$ cat src/rtl/aes_wddl_pkg.sv
// Shared types and helpers for the WDDL AES round datapath.
// Column c of a 128-bit state occupies bits [127-32c -: 32], with sa0 in the top byte.
package aes_wddl_pkg;

  localparam int COL_W   = 32;
  localparam int STATE_W = 128;

  typedef enum logic [1:0] {
    IDLE = 2'd0,
    PRE  = 2'd1,
    EVAL = 2'd2,
    DONE = 2'd3
  } mc_state_e;

  function automatic logic [COL_W-1:0] col_sel(input logic [STATE_W-1:0] s, input logic [1:0] c);
    return s[STATE_W-1-COL_W*int'(c) -: COL_W];
  endfunction

endpackage

$ cat src/rtl/aes_mixcol_seq_wddl_if.sv
// Dual-rail 128-bit state stream with valid/ready handshake.
// The producer uses master, the consumer uses slave.
interface aes_mixcol_seq_wddl_if;
  import aes_wddl_pkg::*;

  logic               valid;
  logic               ready;
  logic               last;
  logic [STATE_W-1:0] state_p;
  logic [STATE_W-1:0] state_n;

  modport master (output valid, last, state_p, state_n, input ready);
  modport slave  (input valid, last, state_p, state_n, output ready);
endinterface

$ cat src/rtl/aes_wddl_drchk.sv
// Combinational dual-rail codeword checker.
// It flags any bit position where the true and false rails are equal.
module aes_wddl_drchk
  import aes_wddl_pkg::*;
(
  input  logic [COL_W-1:0] p,
  input  logic [COL_W-1:0] n,
  output logic             err
);
  assign err = |(p ~^ n);
endmodule

$ cat src/rtl/aes_mixcol_seq_wddl.sv
// Feeds one dual-rail state through a shared WDDL MixColumns unit, one column at a time,
// and inserts a precharge before every evaluation. Each captured column is checked as a dual-rail codeword.
module aes_mixcol_seq_wddl
  import aes_wddl_pkg::*;
#(
  parameter int PRE_CYCLES = 1,
  parameter bit CONST_TIME = 1'b1
) (
  input  logic                  clk,
  input  logic                  rst_n,
  aes_mixcol_seq_wddl_if.slave  in_if,
  aes_mixcol_seq_wddl_if.master out_if,
  output logic [COL_W-1:0]      mc_col_p,
  output logic [COL_W-1:0]      mc_col_n,
  input  logic [COL_W-1:0]      mc_res_p,
  input  logic [COL_W-1:0]      mc_res_n,
  output logic                  dr_err,
  output logic                  busy
);

  localparam logic [1:0] PRE_LAST = 2'(PRE_CYCLES - 1);

  mc_state_e          state_q, state_d;
  logic [1:0]         col_q, col_d, pcnt_q, pcnt_d;
  logic               last_q, last_d, dr_err_q, dr_err_d;
  logic [STATE_W-1:0] in_p_q, in_p_d, in_n_q, in_n_d;
  logic [STATE_W-1:0] out_p_q, out_p_d, out_n_q, out_n_d;
  logic [COL_W-1:0]   mc_col_p_q, mc_col_p_d, mc_col_n_q, mc_col_n_d;
  logic [COL_W-1:0]   res_p, res_n;
  logic               res_err;
  logic [3:0]         in_err;
  logic               xfer;

  // A last-round column is passed through unchanged.
  assign res_p = last_q ? mc_col_p_q : mc_res_p;
  assign res_n = last_q ? mc_col_n_q : mc_res_n;

  aes_wddl_drchk u_chk_res (.p(res_p), .n(res_n), .err(res_err));

  for (genvar c = 0; c < 4; c++) begin : g_in_chk
    aes_wddl_drchk u_chk_in (
      .p   (in_if.state_p[STATE_W-1-COL_W*c -: COL_W]),
      .n   (in_if.state_n[STATE_W-1-COL_W*c -: COL_W]),
      .err (in_err[c])
    );
  end

  assign xfer = in_if.valid && (state_q == IDLE);

  always_comb begin
    state_d  = state_q;
    col_d    = col_q;
    pcnt_d   = pcnt_q;
    last_d   = last_q;
    dr_err_d = dr_err_q;
    in_p_d   = in_p_q;
    in_n_d   = in_n_q;
    out_p_d  = out_p_q;
    out_n_d  = out_n_q;
    case (state_q)
      IDLE: begin
        if (xfer) begin
          in_p_d = in_if.state_p;
          in_n_d = in_if.state_n;
          last_d = in_if.last;
          col_d  = 2'd0;
          pcnt_d = 2'd0;
          if (!CONST_TIME && in_if.last) begin
            state_d = DONE;
            out_p_d = in_if.state_p;
            out_n_d = in_if.state_n;
            if (|in_err) dr_err_d = 1'b1;
          end else begin
            state_d = PRE;
          end
        end
      end
      PRE: begin
        if (pcnt_q == PRE_LAST) state_d = EVAL;
        else                    pcnt_d  = pcnt_q + 2'd1;
      end
      EVAL: begin
        out_p_d[STATE_W-1-COL_W*int'(col_q) -: COL_W] = res_p;
        out_n_d[STATE_W-1-COL_W*int'(col_q) -: COL_W] = res_n;
        if (res_err) dr_err_d = 1'b1;
        if (col_q == 2'd3) begin
          state_d = DONE;
        end else begin
          col_d   = col_q + 2'd1;
          pcnt_d  = 2'd0;
          state_d = PRE;
        end
      end
      DONE: begin
        if (out_if.ready) state_d = IDLE;
      end
      default: state_d = IDLE;
    endcase
    // Registered so the shared unit only ever sees clean precharge/evaluate transitions.
    mc_col_p_d = (state_d == EVAL) ? col_sel(in_p_q, col_d) : '0;
    mc_col_n_d = (state_d == EVAL) ? col_sel(in_n_q, col_d) : '0;
  end

  always_ff @(posedge clk or negedge rst_n) begin
    if (!rst_n) begin
      state_q    <= IDLE;
      col_q      <= 2'd0;
      pcnt_q     <= 2'd0;
      last_q     <= 1'b0;
      dr_err_q   <= 1'b0;
      in_p_q     <= '0;
      in_n_q     <= '0;
      out_p_q    <= '0;
      out_n_q    <= '0;
      mc_col_p_q <= '0;
      mc_col_n_q <= '0;
    end else begin
      state_q    <= state_d;
      col_q      <= col_d;
      pcnt_q     <= pcnt_d;
      last_q     <= last_d;
      dr_err_q   <= dr_err_d;
      in_p_q     <= in_p_d;
      in_n_q     <= in_n_d;
      out_p_q    <= out_p_d;
      out_n_q    <= out_n_d;
      mc_col_p_q <= mc_col_p_d;
      mc_col_n_q <= mc_col_n_d;
    end
  end

  assign in_if.ready    = (state_q == IDLE);
  assign out_if.valid   = (state_q == DONE);
  assign out_if.last    = last_q;
  assign out_if.state_p = out_p_q;
  assign out_if.state_n = out_n_q;
  assign mc_col_p       = mc_col_p_q;
  assign mc_col_n       = mc_col_n_q;
  assign dr_err         = dr_err_q;
  assign busy           = (state_q != IDLE);

endmodule
$ cat src/flat_wrapper.sv
// flat-port wrapper written by rule: the top's interface ports become plain ports
module aes_mixcol_seq_wddl_flat import aes_wddl_pkg::*;
#(
  parameter int PRE_CYCLES = 1,
  parameter bit CONST_TIME = 1'b1
)
  (clk, rst_n, mc_col_p, mc_col_n, mc_res_p, mc_res_n, dr_err, busy, in_if_valid, in_if_last, in_if_state_p, in_if_state_n, in_if_ready, out_if_valid, out_if_last, out_if_state_p, out_if_state_n, out_if_ready);
  aes_mixcol_seq_wddl_if in_if_i ();
  aes_mixcol_seq_wddl_if out_if_i ();
  input  logic clk;
  input  logic rst_n;
  output logic [COL_W-1:0] mc_col_p;
  output logic [COL_W-1:0] mc_col_n;
  input  logic [COL_W-1:0] mc_res_p;
  input  logic [COL_W-1:0] mc_res_n;
  output logic dr_err;
  output logic busy;
  input wire logic [$bits(in_if_i.valid)-1:0] in_if_valid;
  input wire logic [$bits(in_if_i.last)-1:0] in_if_last;
  input wire logic [$bits(in_if_i.state_p)-1:0] in_if_state_p;
  input wire logic [$bits(in_if_i.state_n)-1:0] in_if_state_n;
  output wire logic [$bits(in_if_i.ready)-1:0] in_if_ready;
  output wire logic [$bits(out_if_i.valid)-1:0] out_if_valid;
  output wire logic [$bits(out_if_i.last)-1:0] out_if_last;
  output wire logic [$bits(out_if_i.state_p)-1:0] out_if_state_p;
  output wire logic [$bits(out_if_i.state_n)-1:0] out_if_state_n;
  input wire logic [$bits(out_if_i.ready)-1:0] out_if_ready;
  assign in_if_i.valid = in_if_valid;
  assign in_if_i.last = in_if_last;
  assign in_if_i.state_p = in_if_state_p;
  assign in_if_i.state_n = in_if_state_n;
  assign in_if_ready = in_if_i.ready;
  assign out_if_valid = out_if_i.valid;
  assign out_if_last = out_if_i.last;
  assign out_if_state_p = out_if_i.state_p;
  assign out_if_state_n = out_if_i.state_n;
  assign out_if_i.ready = out_if_ready;
  aes_mixcol_seq_wddl #(.PRE_CYCLES(PRE_CYCLES), .CONST_TIME(CONST_TIME)) u_core (.clk(clk), .rst_n(rst_n), .in_if(in_if_i), .out_if(out_if_i), .mc_col_p(mc_col_p), .mc_col_n(mc_col_n), .mc_res_p(mc_res_p), .mc_res_n(mc_res_n), .dr_err(dr_err), .busy(busy));
endmodule
$ cat config.mk
export PLATFORM = sky130hd
export DESIGN_NAME = aes_mixcol_seq_wddl_flat
export DESIGN_NICKNAME = d
export VERILOG_FILES = /design/src/rtl/aes_wddl_pkg.sv /design/src/rtl/aes_mixcol_seq_wddl_if.sv /design/src/rtl/aes_wddl_drchk.sv /design/src/rtl/aes_mixcol_seq_wddl.sv /design/src/flat_wrapper.sv
export SDC_FILE = /design/constraint.sdc
export NUM_CORES = 1
export LEC_CHECK = 0
export BUFFER_PORTS_ARGS = -buffer_cell sky130_fd_sc_hd__buf_2
export CAP_MARGIN = 20
export CORE_AREA = 2 2 255 257
export CTS_CLUSTER_DIAMETER = 60
export DETAILED_ROUTE_END_ITERATION = 8
export DIE_AREA = 0 0 257 259
export SLEW_MARGIN = 40
export SYNTH_ARGS = -nofsm -noshare
export SYNTH_HDL_FRONTEND = slang
export SYNTH_SLANG_ARGS = --single-unit
export TNS_END_PERCENT = 5
$ cat constraint.sdc
create_clock -name clk -period 2.4 [get_ports clk]
set_input_delay 0.12 -clock clk [delete_from_list [all_inputs] [get_ports clk]]
set_output_delay 0.12 -clock clk [all_outputs]
set_load 0.02 [all_outputs]
# == After elaboration in Yosys (flattened, before gate mapping) ==
# Cells that the tools add are included.
# op_classes
addsub,5
n_eq_ne,8
n_shift,5
n_mux,18
n_bitwise,1
n_reduce_logical,9
# ops
cell,count
variable part select 159 x 32 -> 32 bit,2
variable part select 32 x 33 -> 159 bit,2
bitwise mux 128 bit,2
"variable shift 32 x 33 -> 159 bit, first input constant",1
two-way mux 32 bit,4
negator 32 -> 33 bit,1
OR reduction 32 bit,1
bitwise XNOR 32 bit,1
two-way mux 2 bit,9
"subtractor 7 x 7 -> 8 bit, first input constant",2
"== test 2 bit, second input constant",4
case mux 2 bit (4 select lines),1
case mux 2 bit (3 select lines),1
"adder 2 x 1 -> 2 bit, second input constant",2
zero test 2 bit,2
"!= test 2 bit, second input constant",2
case mux 2 bit (2 select lines),1
AND reduction 2 bit,2
AND reduction 4 bit,1
nonzero test 3 bit,1
"== test 2 x 1 -> 1 bit, second input constant",1
"!= test 2 x 1 -> 1 bit, second input constant",1
nonzero test 2 bit,1
logical AND 1 bit,1
# word_totals
ff_bits,584
inputBits,325
out_inout_bits,325
word_cells,57

# == Longest topological paths before layout ==
# Gate-level depths: netlist of run 1.
# depth
ltp_word,7
ltp_mapped,8
ltp_nobuf,5

# == Modules after synthesis ==
# A second synthesis of run 1 with hierarchy kept.
# hier_totals
hier_cells,2011
area_unflattened_um2,25534.5
# modules_own_cells
module,instances,cells_each,area_each_um2,seq_area_each_um2
aes_mixcol_seq_wddl,1,1968,25187.9,14614.0
aes_wddl_drchk,1,43,346.6,0.0

# == Least setup slack after synthesis of run 1 ==
# OpenSTA, ideal clock, no wires.
# synth_timing
kind,register to register
start,reg u_core.state_q[1]
end,"reg u_core.mc_col_n_q[13], in the netlist u_core.mc_col_n[13]"
setup_ns,0.132
arrival_ns,2.003
required_time_ns,2.268
path_slack_ns,0.265
path_stages_with_launch,9
n_path_buf,3
period_less_slack_ns,2.135
path_cell_list,dfrtp_1 buf_2 nor2b_4 and3b_1 or3_1 buf_6 buf_6 mux4_2 nor2b_1
# synth_via
elab_chain_cells,7
word_cells_on_any_way,15
classes_between,add/sub: 1; eq/ne: 4; shift: 1; mux: 7; reduce/logical: 2
# synth_rtl
item,line_no,source
from (decl),aes_mixcol_seq_wddl.sv:23,"mc_state_e state_q, state_d;"
from (signal assigned),aes_mixcol_seq_wddl.sv:118,state_q <= state_d;
zero test 2 bit,"aes_mixcol_seq_wddl.sv:48, aes_mixcol_seq_wddl.sv:60",
logical AND 1 bit,aes_mixcol_seq_wddl.sv:48,assign xfer = in_if.valid && (state_q == IDLE);
two-way mux 2 bit,aes_mixcol_seq_wddl.sv:62,if (xfer) begin
case mux 2 bit (2 select lines),aes_mixcol_seq_wddl.sv:60,case (state_q)
subtractor 7 x 7 -> 8 bit,aes_wddl_pkg.sv:16,return s[STATE_W-1-COL_W*int'(c) -: COL_W];
variable part select 159 x 32 -> 32 bit,aes_wddl_pkg.sv:16,
two-way mux 32 bit *,aes_mixcol_seq_wddl.sv:101,"mc_col_n_d = (state_d == EVAL) ? col_sel(in_n_q, col_d) : '0;"
net u_core.mc_col_n_d[13],aes_mixcol_seq_wddl.sv:28,"logic [COL_W-1:0] mc_col_p_q, mc_col_p_d, mc_col_n_q, mc_col_n_d;"
to (signal assigned),aes_mixcol_seq_wddl.sv:128,mc_col_n_q <= mc_col_n_d;
to (decl),aes_mixcol_seq_wddl.sv:28,
# The timed path passes the listed nets; every way through them passes the cells marked *.
# A chain may end at the register's enable or synchronous reset.

# == Final worst setup path of run 1 ==
# layout_timing
start,reg u_core.state_q[0]
end,reg u_core.in_p_q[102]
# layout_via
elab_chain_cells,3
# layout_rtl
item,line_no,source
zero test 2 bit *,"aes_mixcol_seq_wddl.sv:48, aes_mixcol_seq_wddl.sv:60",
logical AND 1 bit,aes_mixcol_seq_wddl.sv:48,
AND reduction 2 bit (no source line) *,n/a,
to (signal assigned),aes_mixcol_seq_wddl.sv:123,in_p_q <= in_p_d;
to (decl),aes_mixcol_seq_wddl.sv:26,"logic [STATE_W-1:0] in_p_q, in_p_d, in_n_q, in_n_d;"
# Every way passes the cells marked *; elsewhere a longest branch is shown, timed or not.

==> results of run 1 <==
==> flip-flops by register name, summed over array words and instances, names as in the netlist <==
signal and cells:
u_core.in_n_q 128, u_core.in_p_q 128, u_core.out_if.last 1, u_core.col_q 2, u_core.state_q 2, u_core.pcnt_q 2, u_core.mc_col_p 32, u_core.mc_col_n 32
u_core.out_if.state_n 128, u_core.out_if.state_p 128, u_core.dr_err 1
==> critical path, delay by kind of cell, from the launching register on <==
| kind | cells | cell delay (ps) |
|---|---|---|
| muxes | 1 | 410 |
| DFF | 1 | 440 |
| buffers and inverters | 2 | 740 |
| and+or+nand+nor | 2 | 390 |
==> power by group through the flow <==
stage | logic, W | clock network [W] | registers, W
2_1_floorplan | 0.0100 | 0 | 0.0195
3_3_place_gp | 0.0189 | 0 | 0.0173
3_5_place_dp | 0.0192 | 0 | 0.0176
4_1_cts | 0.0197 | 0.00990 | 0.0174
5_1_grt | 0.0211 | 0.0103 | 0.0180
6_report | 0.0196 | 0.00972 | 0.0175
==> per-stage QoR <==
step / instances / instance area [um2] / setup slack [ps] / utilization [%] / total power [W]
finish: 3690 / 33710 / 127.4 / 52.78 / 0.04686
global placement: 3256 / 28470 / 241.1 / 44.56 / 0.03619
CTS: 3686 / 33700 / 182.6 / 52.76 / 0.04703
floorplan: 1777 / 23590 / 265.1 / - / 0.02948
detailed placement: 3256 / 28470 / 208.2 / 44.56 / 0.03684
global route: 3689 / 33710 / 47.26 / 52.77 / 0.04939
==> cells by family after synthesis <==
| logic type | share of synthesized area, % |
|---|---|
| fa+ha+maj | 0.05303 |
| buf+inv | 2.122 |
| xor+xnor | 2.302 |
| simple gates | 6.720 |
| compound gates | 5.707 |
| flops | 61.95 |
| mux | 21.14 |
==> metal layers <==
| layer | routed length (um) | GRT usage (%) |
|---|---|---|
| met5 | 41 | 0 |
| met4 | 2910 | 9.222 |
| met1 | 34860 | 32.48 |
| met2 | 39250 | 39.84 |
| met3 | 5283 | 5.136 |
==> worst min-delay path by stage <==
stage | start | endpoint
floorplan | rst_n | u_core.col_q[0]$_DFF_PN0_
global placement | rst_n | u_core.mc_col_n[29]$_DFF_PN0_
detailed placement | rst_n | u_core.in_p_q[30]$_DFFE_PN0P_
CTS | mc_res_p[14] | u_core.out_if.state_p[46]$_DFFE_PN0P_
global route | mc_res_p[14] | u_core.out_if.state_p[46]$_DFFE_PN0P_
finish | mc_res_p[19] | u_core.out_if.state_p[115]$_DFFE_PN0P_
==> area by class of cell <==
type / instances / area, um2 / share of cell area (%)
flip-flops and latches: 584 / 14620 / 43.36
multi-input cells: 1073 / 8519 / 25.27
repair buffers: 1053 / 7392 / 21.93
clock buffers: 89 / 1782 / 5.285
well taps: 855 / 1070 / 3.173
clock inverters: 26 / 301.5 / 0.8944
inverters: 6 / 22.52 / 0.06680
diodes: 4 / 10.01 / 0.02969
==> placed cells by master, fill, tap and decap left out, types with 2 or more instances in the layout <==
master / count
buf_2: 648
dfrtp_1: 583
dlygate4sd3_1: 315
mux2_2: 258
nor2_1: 197
a21oi_1: 196
nand2_1: 66
o21ai_0: 65
mux4_2: 64
nor2b_1: 64
mux2i_1: 64
buf_4: 64
clkbuf_16: 61
xnor2_1: 44
buf_12: 25
xor2_1: 18
clkbuf_8: 15
clkbuf_1: 13
clkinv_2: 11
nor4_1: 9
inv_1: 6
nand4_1: 6
bufinv_16: 5
diode_2: 4
clkinvlp_4: 4
nor3_1: 3
inv_6: 3
nor2_4: 2
and3b_4: 2
nand3_1: 2
==> flow_metrics.env, run 1 <==
export IMPL_status="complete, no violations"
export IMPL_cp_max_fo=88
export IMPL_post_cts_repair_setup_buffers=0
export IMPL_switching_share_pct=37.58
export IMPL_htree_num_levels=2
export IMPL_path_common_cell="buf_12"
export IMPL_crit_path_end_kind="flip-flop"
export IMPL_cap_viol_max_count=0
export IMPL_crit_end="u_core.in_p_q[102]$_DFFE_PN0P_"
export IMPL_synth_area_per_cell_um2=13.27
export IMPL_path_clk_slew_ps=60
export IMPL_setup_tns_ps=0
export IMPL_start_util_pct=36.93
export IMPL_cts_root_buf="clkbuf_16"
export IMPL_pwr_share_seq_pct=37.3
export IMPL_skew_ps=17.33
export IMPL_pwr_share_clk_pct=20.7
export IMPL_wirelength_um=82340
export IMPL_num_rows=93
export IMPL_dieArea_um2=66560
export IMPL_hold_class="primary input to flip-flop"
export IMPL_power_density_nw_per_um2=1390
export IMPL_worstSetupPathType="flip-flop to flip-flop"
export IMPL_setup_viol_count_final=0
export IMPL_ys_seq_area_share_pct=61.95
export IMPL_async_flop_share_pct=100.0
export IMPL_clock_latency_ps=630
export IMPL_fin_crit_ps=2273
export IMPL_synthTopCellsByArea="dfrtp_1 62%, mux2_2 12%, mux4_2 6.1%, a21oi_1 4.2%, nor2_1 3.2%"
export IMPL_p_switching_w=0.01761
export IMPL_drt_initial_drc_count=1180
export IMPL_dp_hpwl_um=59830
export IMPL_via_per_inst=5.001
export IMPL_num_vias=18450
export IMPL_cp_cell_sequence="nand2b_1 -> nor2_4 -> buf_12 -> buf_12 -> mux2_2"
export IMPL_gr_total_overflow=0
export IMPL_synth_top_cell_area_share_pct=61.95
export IMPL_rr_worst_depth=5
export IMPL_grt_pass1_vias=19610
export IMPL_p_int_w=0.02925
export IMPL_slowest_delay_ps=440
export IMPL_rsz0062_at_grt="no"
export IMPL_cp_slowest_cell="dfrtp_1"
export IMPL_synth_nets=2103
export IMPL_cts_hold_buffers=315
export IMPL_die_y_um=259
export IMPL_synth_edff_count=0
export IMPL_grt_usage_pct=24.52
export IMPL_yosys_warnings=0
export IMPL_cts_sinks=584
export IMPL_slew_headroom_pct=46.95
export IMPL_syn_inst=1777
export IMPL_yosys_register_bits=584
export IMPL_ys_flop_type="dfrtp_1"
export IMPL_antenna_found_initial=7
export IMPL_worstPathRequired_ps=2900
export IMPL_grt_max_degree=129
export IMPL_drc=0
export IMPL_ir_drop_mv=0.8851
export IMPL_worst_pin_slew_ps=795.8
export IMPL_ios=650
export IMPL_p_comb_share_pct=41.9
export IMPL_fp_dieW_um=257
export IMPL_fmax_ghz=0.4400
export IMPL_antenna_left=0
export IMPL_ys_types=33
export IMPL_r2r_start="u_core.state_q[0]$_DFF_PN0_"
export IMPL_r2r_end="u_core.in_p_q[102]$_DFFE_PN0P_"
export IMPL_crit_path_start_kind="flip-flop"
export IMPL_grt_pass1_wl_um=122500
export IMPL_portBuffers=649
export IMPL_syn2layout_area_growth_pct=42.93
export IMPL_cts_tree="yes"
export IMPL_routedWlPerCell_um=22.32
export IMPL_fp_coreArea_um2=63880
export IMPL_cts_buffer_depth=3
export IMPL_syn_cell_area_um2=23590
export IMPL_timing_hold_ws_ps=36.50
export IMPL_drv_slew=0
export IMPL_drive_above_1_share_pct=41.36
export IMPL_hold_path_cell_count=3
export IMPL_fillers=5454
export IMPL_ff2ff_setup_slack_ps=130
export IMPL_cts_buffers=61
export IMPL_hold_viol_final=0
export IMPL_fin_nets=3105
export IMPL_finalCritPeriodShare_pct=94.69
export IMPL_cts_resized=0
export IMPL_yosysTopAreaCell="dfrtp_1"
export IMPL_power_leakage_nw=15.25
export IMPL_dr_pass1_iters=7
export IMPL_ys_top_cells_by_count="584 x dfrtp_1, 258 x mux2_2, 199 x nor2_1"
export IMPL_synth_most_common_cell="dfrtp_1"
export IMPL_arrival_ps=2770
export IMPL_startpoint="u_core.state_q[0]$_DFF_PN0_"
export IMPL_gp_congestion=0.8924
No activity file was read; power rests on OpenSTA's default activity.
==> run 2, diff against run 1 <==
--- a/config.mk
+++ b/config.mk
@@ -5,12 +5,13 @@
 export SDC_FILE = /design/constraint.sdc
 export NUM_CORES = 1
 export LEC_CHECK = 0
+export ABC_AREA = 1
 export BUFFER_PORTS_ARGS = -buffer_cell sky130_fd_sc_hd__buf_2
 export CAP_MARGIN = 20
-export CORE_AREA = 2 2 255 257
+export CORE_AREA = 3 3 255 257
 export CTS_CLUSTER_DIAMETER = 60
 export DETAILED_ROUTE_END_ITERATION = 8
-export DIE_AREA = 0 0 257 259
+export DIE_AREA = 0 0 258 260
 export SLEW_MARGIN = 40
 export SYNTH_ARGS = -nofsm -noshare
 export SYNTH_HDL_FRONTEND = slang
==> flow_metrics.env, run 2 <==
export IMPL_antenna_left=0
export IMPL_cp_slowest_cell="dfrtp_1"
export IMPL_setup_tns_ps=0
export IMPL_hp_start="mc_res_p[9]"
export IMPL_ys_seq_area_share_pct=59.21
export IMPL_mostFrequentLayoutCells="648 x buf_2, 583 x dfrtp_1, 460 x nor2_1"
export IMPL_status="complete, no violations"
export IMPL_cts_sinks=584
export IMPL_synthXorXnorAreaFrac_pct=0
export IMPL_post_cts_repair_setup_buffers=0
export IMPL_cts_tree="yes"
export IMPL_hold_class="primary input to flip-flop"
export IMPL_ys_flop_type="dfrtp_1"
export IMPL_cap_viol_max_count=0
export IMPL_ff2ff_setup_slack_ps=400
export IMPL_synth_fa_ha_area_share_pct=0.05070
export IMPL_hold_path_cell_count=4
export IMPL_setup_viol_count_final=0
export IMPL_grt_pass1_vias=22190
export IMPL_rsz0062_at_grt="no"
export IMPL_yosys_register_bits=584
export IMPL_skew_ps=27.48
export IMPL_grt_max_degree=129
export IMPL_ios=650
export IMPL_fin_crit_ps=2004
export IMPL_holdPathEnd="u_core.out_if.state_p[41]$_DFFE_PN0P_"
export IMPL_syn_inst=2491
export IMPL_slowest_delay_ps=460
export IMPL_dr_max_layer_used="met5"
export IMPL_grt_usage_pct=27.63
export IMPL_cp_cell_sequence="nand2_2 -> inv_2 -> nand2_1 -> nand2_4 -> buf_12 -> buf_4 -> o21ai_1 -> a21oi_1"
export IMPL_finalCritPeriodShare_pct=83.51
export IMPL_clock_latency_ps=600
export IMPL_drc=0
export IMPL_path_clk_slew_ps=60
export IMPL_fp_coreArea_um2=62970
export IMPL_synth_compound_area_share_pct=10.61
export IMPL_ys_top_cells_by_count="584 x dfrtp_1, 461 x nor2_1, 406 x nand2_1"
export IMPL_drt_initial_drc_count=1927
export IMPL_syn2layout_area_growth_pct=39.66
export IMPL_layout_commonest_cell="buf_2"
export IMPL_p_int_w=0.02888
export IMPL_start_util_pct=39.20
export IMPL_p_comb_share_pct=44.2
export IMPL_dr_pass1_iters=8
export IMPL_power_density_nw_per_um2=1442
export IMPL_synth_nets=2817
export IMPL_num_vias=22200
export IMPL_power_leakage_nw=16.38
export IMPL_drv_slew=0
export IMPL_wirelength_um=94730
export IMPL_wl_met2_um=44890
export IMPL_drive_above_1_share_pct=32.85
export IMPL_cts_resized=0
export IMPL_cp_buffers_inverters=3
export IMPL_cts_buffer_depth=3
export IMPL_gp_congestion=0.8825
export IMPL_async_flop_share_pct=100.0
export IMPL_wl_met3_um=6306
export IMPL_worstSetupPathType="flip-flop to flip-flop"
export IMPL_fmax_ghz=0.4989
export IMPL_pwr_share_clk_pct=20.5
export IMPL_htree_num_levels=3
export IMPL_gr_total_overflow=0
export IMPL_worstPathRequired_ps=2890
export IMPL_via_per_inst=5.093
export IMPL_wl_met1_um=39150
export IMPL_fin_nets=3768
export IMPL_r2r_end="u_core.mc_col_p[13]$_DFF_PN0_"
export IMPL_fin_util_pct=54.74
export IMPL_antenna_found_initial=19
export IMPL_switching_share_pct=41.91
export IMPL_dieArea_um2=67080
export IMPL_crit_path_end_kind="flip-flop"
export IMPL_p_switching_w=0.02084
export IMPL_worst_pin_slew_ps=782.5
export IMPL_synthTopCellsByArea="dfrtp_1 59%, mux2_2 12%, nor2_1 7.0%, nand2_1 6.2%, a21oi_1 5.2%"
export IMPL_crit_path_start_kind="flip-flop"
export IMPL_dp_hpwl_um=69630
export IMPL_ir_drop_mv=0.7055
export IMPL_fp_dieW_um=258
export IMPL_portBuffers=649
export IMPL_synth_edff_count=0
export IMPL_pwr_share_seq_pct=35.3
export IMPL_cts_root_buf="clkbuf_16"
export IMPL_syn_cell_area_um2=24680
export IMPL_synth_most_common_cell="dfrtp_1"
export IMPL_cp_max_fo=74
export IMPL_crit_family="buffers and inverters"
export IMPL_synth_area_per_cell_um2=9.908
export IMPL_r2r_start="u_core.state_q[1]$_DFF_PN0_"
export IMPL_synth_simple_area_share_pct=13.49
export IMPL_cts_buffers=68
export IMPL_slew_headroom_pct=47.84
export IMPL_synth_top_family_by_area="simple AND/OR/NAND/NOR gates"
export IMPL_yosysTopAreaCell="dfrtp_1"
export IMPL_hold_viol_final=0
export IMPL_arrival_ps=2500
export IMPL_rr_worst_depth=8
export IMPL_num_rows=92
export IMPL_ys_types=24
export IMPL_synth_top_cell_area_share_pct=59.21
export IMPL_grt_pass1_wl_um=139600
export IMPL_routedWlPerCell_um=21.73
export IMPL_die_y_um=260
export IMPL_muxShareOfSynthArea_pct=11.68
export IMPL_yosys_warnings=0
==> run 2: routing by layer <==
layer | GRT usage, % | vias to the layer above
li1 | - | 10100
met3 | 5.122 | 246
met4 | 12.59 | 4
met5 | 0 | -
met2 | 45.03 | 996
met1 | 35.96 | 10860
==> run 2: metrics by stage <==
step	power [W]	hold slack, ps	instance area [um2]	setup slack (ps)	std cells
final	0.04972	34.62	34470	395.7	4360
after global routing	0.05259	38.24	34450	248.0	4353
after CTS	0.04981	0.2865	34420	426.0	4341
after detailed placement	0.03909	170.1	29310	470.4	3928
after global placement	0.03851	169.4	29310	449.7	3928
after floorplan	0.03053	-175.6	24680	708.4	2491
==> run 2: worst max-delay path by stage <==
stage,cells past startpoint,end,from
after CTS,10,u_core.mc_col_p[13]$_DFF_PN0_,u_core.col_q[1]$_DFF_PN0_
after global routing,14,u_core.dr_err$_DFFE_PN0P_,u_core.out_if.last$_DFFE_PN0P_
after global placement,14,u_core.dr_err$_DFFE_PN0P_,u_core.out_if.last$_DFFE_PN0P_
after detailed placement,10,u_core.mc_col_p[13]$_DFF_PN0_,u_core.col_q[1]$_DFF_PN0_
after floorplan,14,u_core.dr_err$_DFFE_PN0P_,u_core.out_if.last$_DFFE_PN0P_
final,8,u_core.mc_col_p[13]$_DFF_PN0_,u_core.state_q[1]$_DFF_PN0_
==> run 2: tightest hold or removal path, delay by kind of cell <==
| kind | cells | cell delay (ps) |
|---|---|---|
| AO/OA/AOI/OAI | 2 | 200 |
| buffers and inverters | 2 | 250 |
==> run 2: final cells by class <==
| cell class | count | area (um2) |
|---|---|---|
| inverter | 105 | 400.4 |
| timing repair buffer | 1037 | 7234 |
| fill | 5515 | 28500 |
| tap | 846 | 1059 |
| clock buffer | 98 | 1966 |
| multi-input combinational | 1646 | 8897 |
| sequential | 584 | 14620 |
| clock inverter | 25 | 246.5 |
| antenna | 19 | 47.55 |
==> run 2: cells by family (layout without fill, tap and decap cells) <==
kind of cell	count (synthesis)	in the layout
other	0	19
buffers and inverters	261	1265
AO/OA/AOI/OAI	510	510
multiplexers	256	256
AND/OR/NAND/NOR	879	879
flip-flops	584	584
adder cells (fa/ha/maj)	1	1
==> run 2: timing repair <==
item | in CTS | in global routing
hold buffers | 290 | 0
endpoints found under the setup margin | 0 | 0
hold endpoints to repair | 404 | 0
==> run 2: power groups by stage <==
| stage | clock (W) | sequential (W) | combinational (W) |
|---|---|---|---|
| 5_1_grt | 0.0107 | 0.0180 | 0.0239 |
| 3_3_place_gp | 0 | 0.0175 | 0.0211 |
| 4_1_cts | 0.0104 | 0.0175 | 0.0220 |
| 6_report | 0.0102 | 0.0176 | 0.0220 |
| 3_5_place_dp | 0 | 0.0176 | 0.0215 |
| 2_1_floorplan | 0 | 0.0194 | 0.0111 |
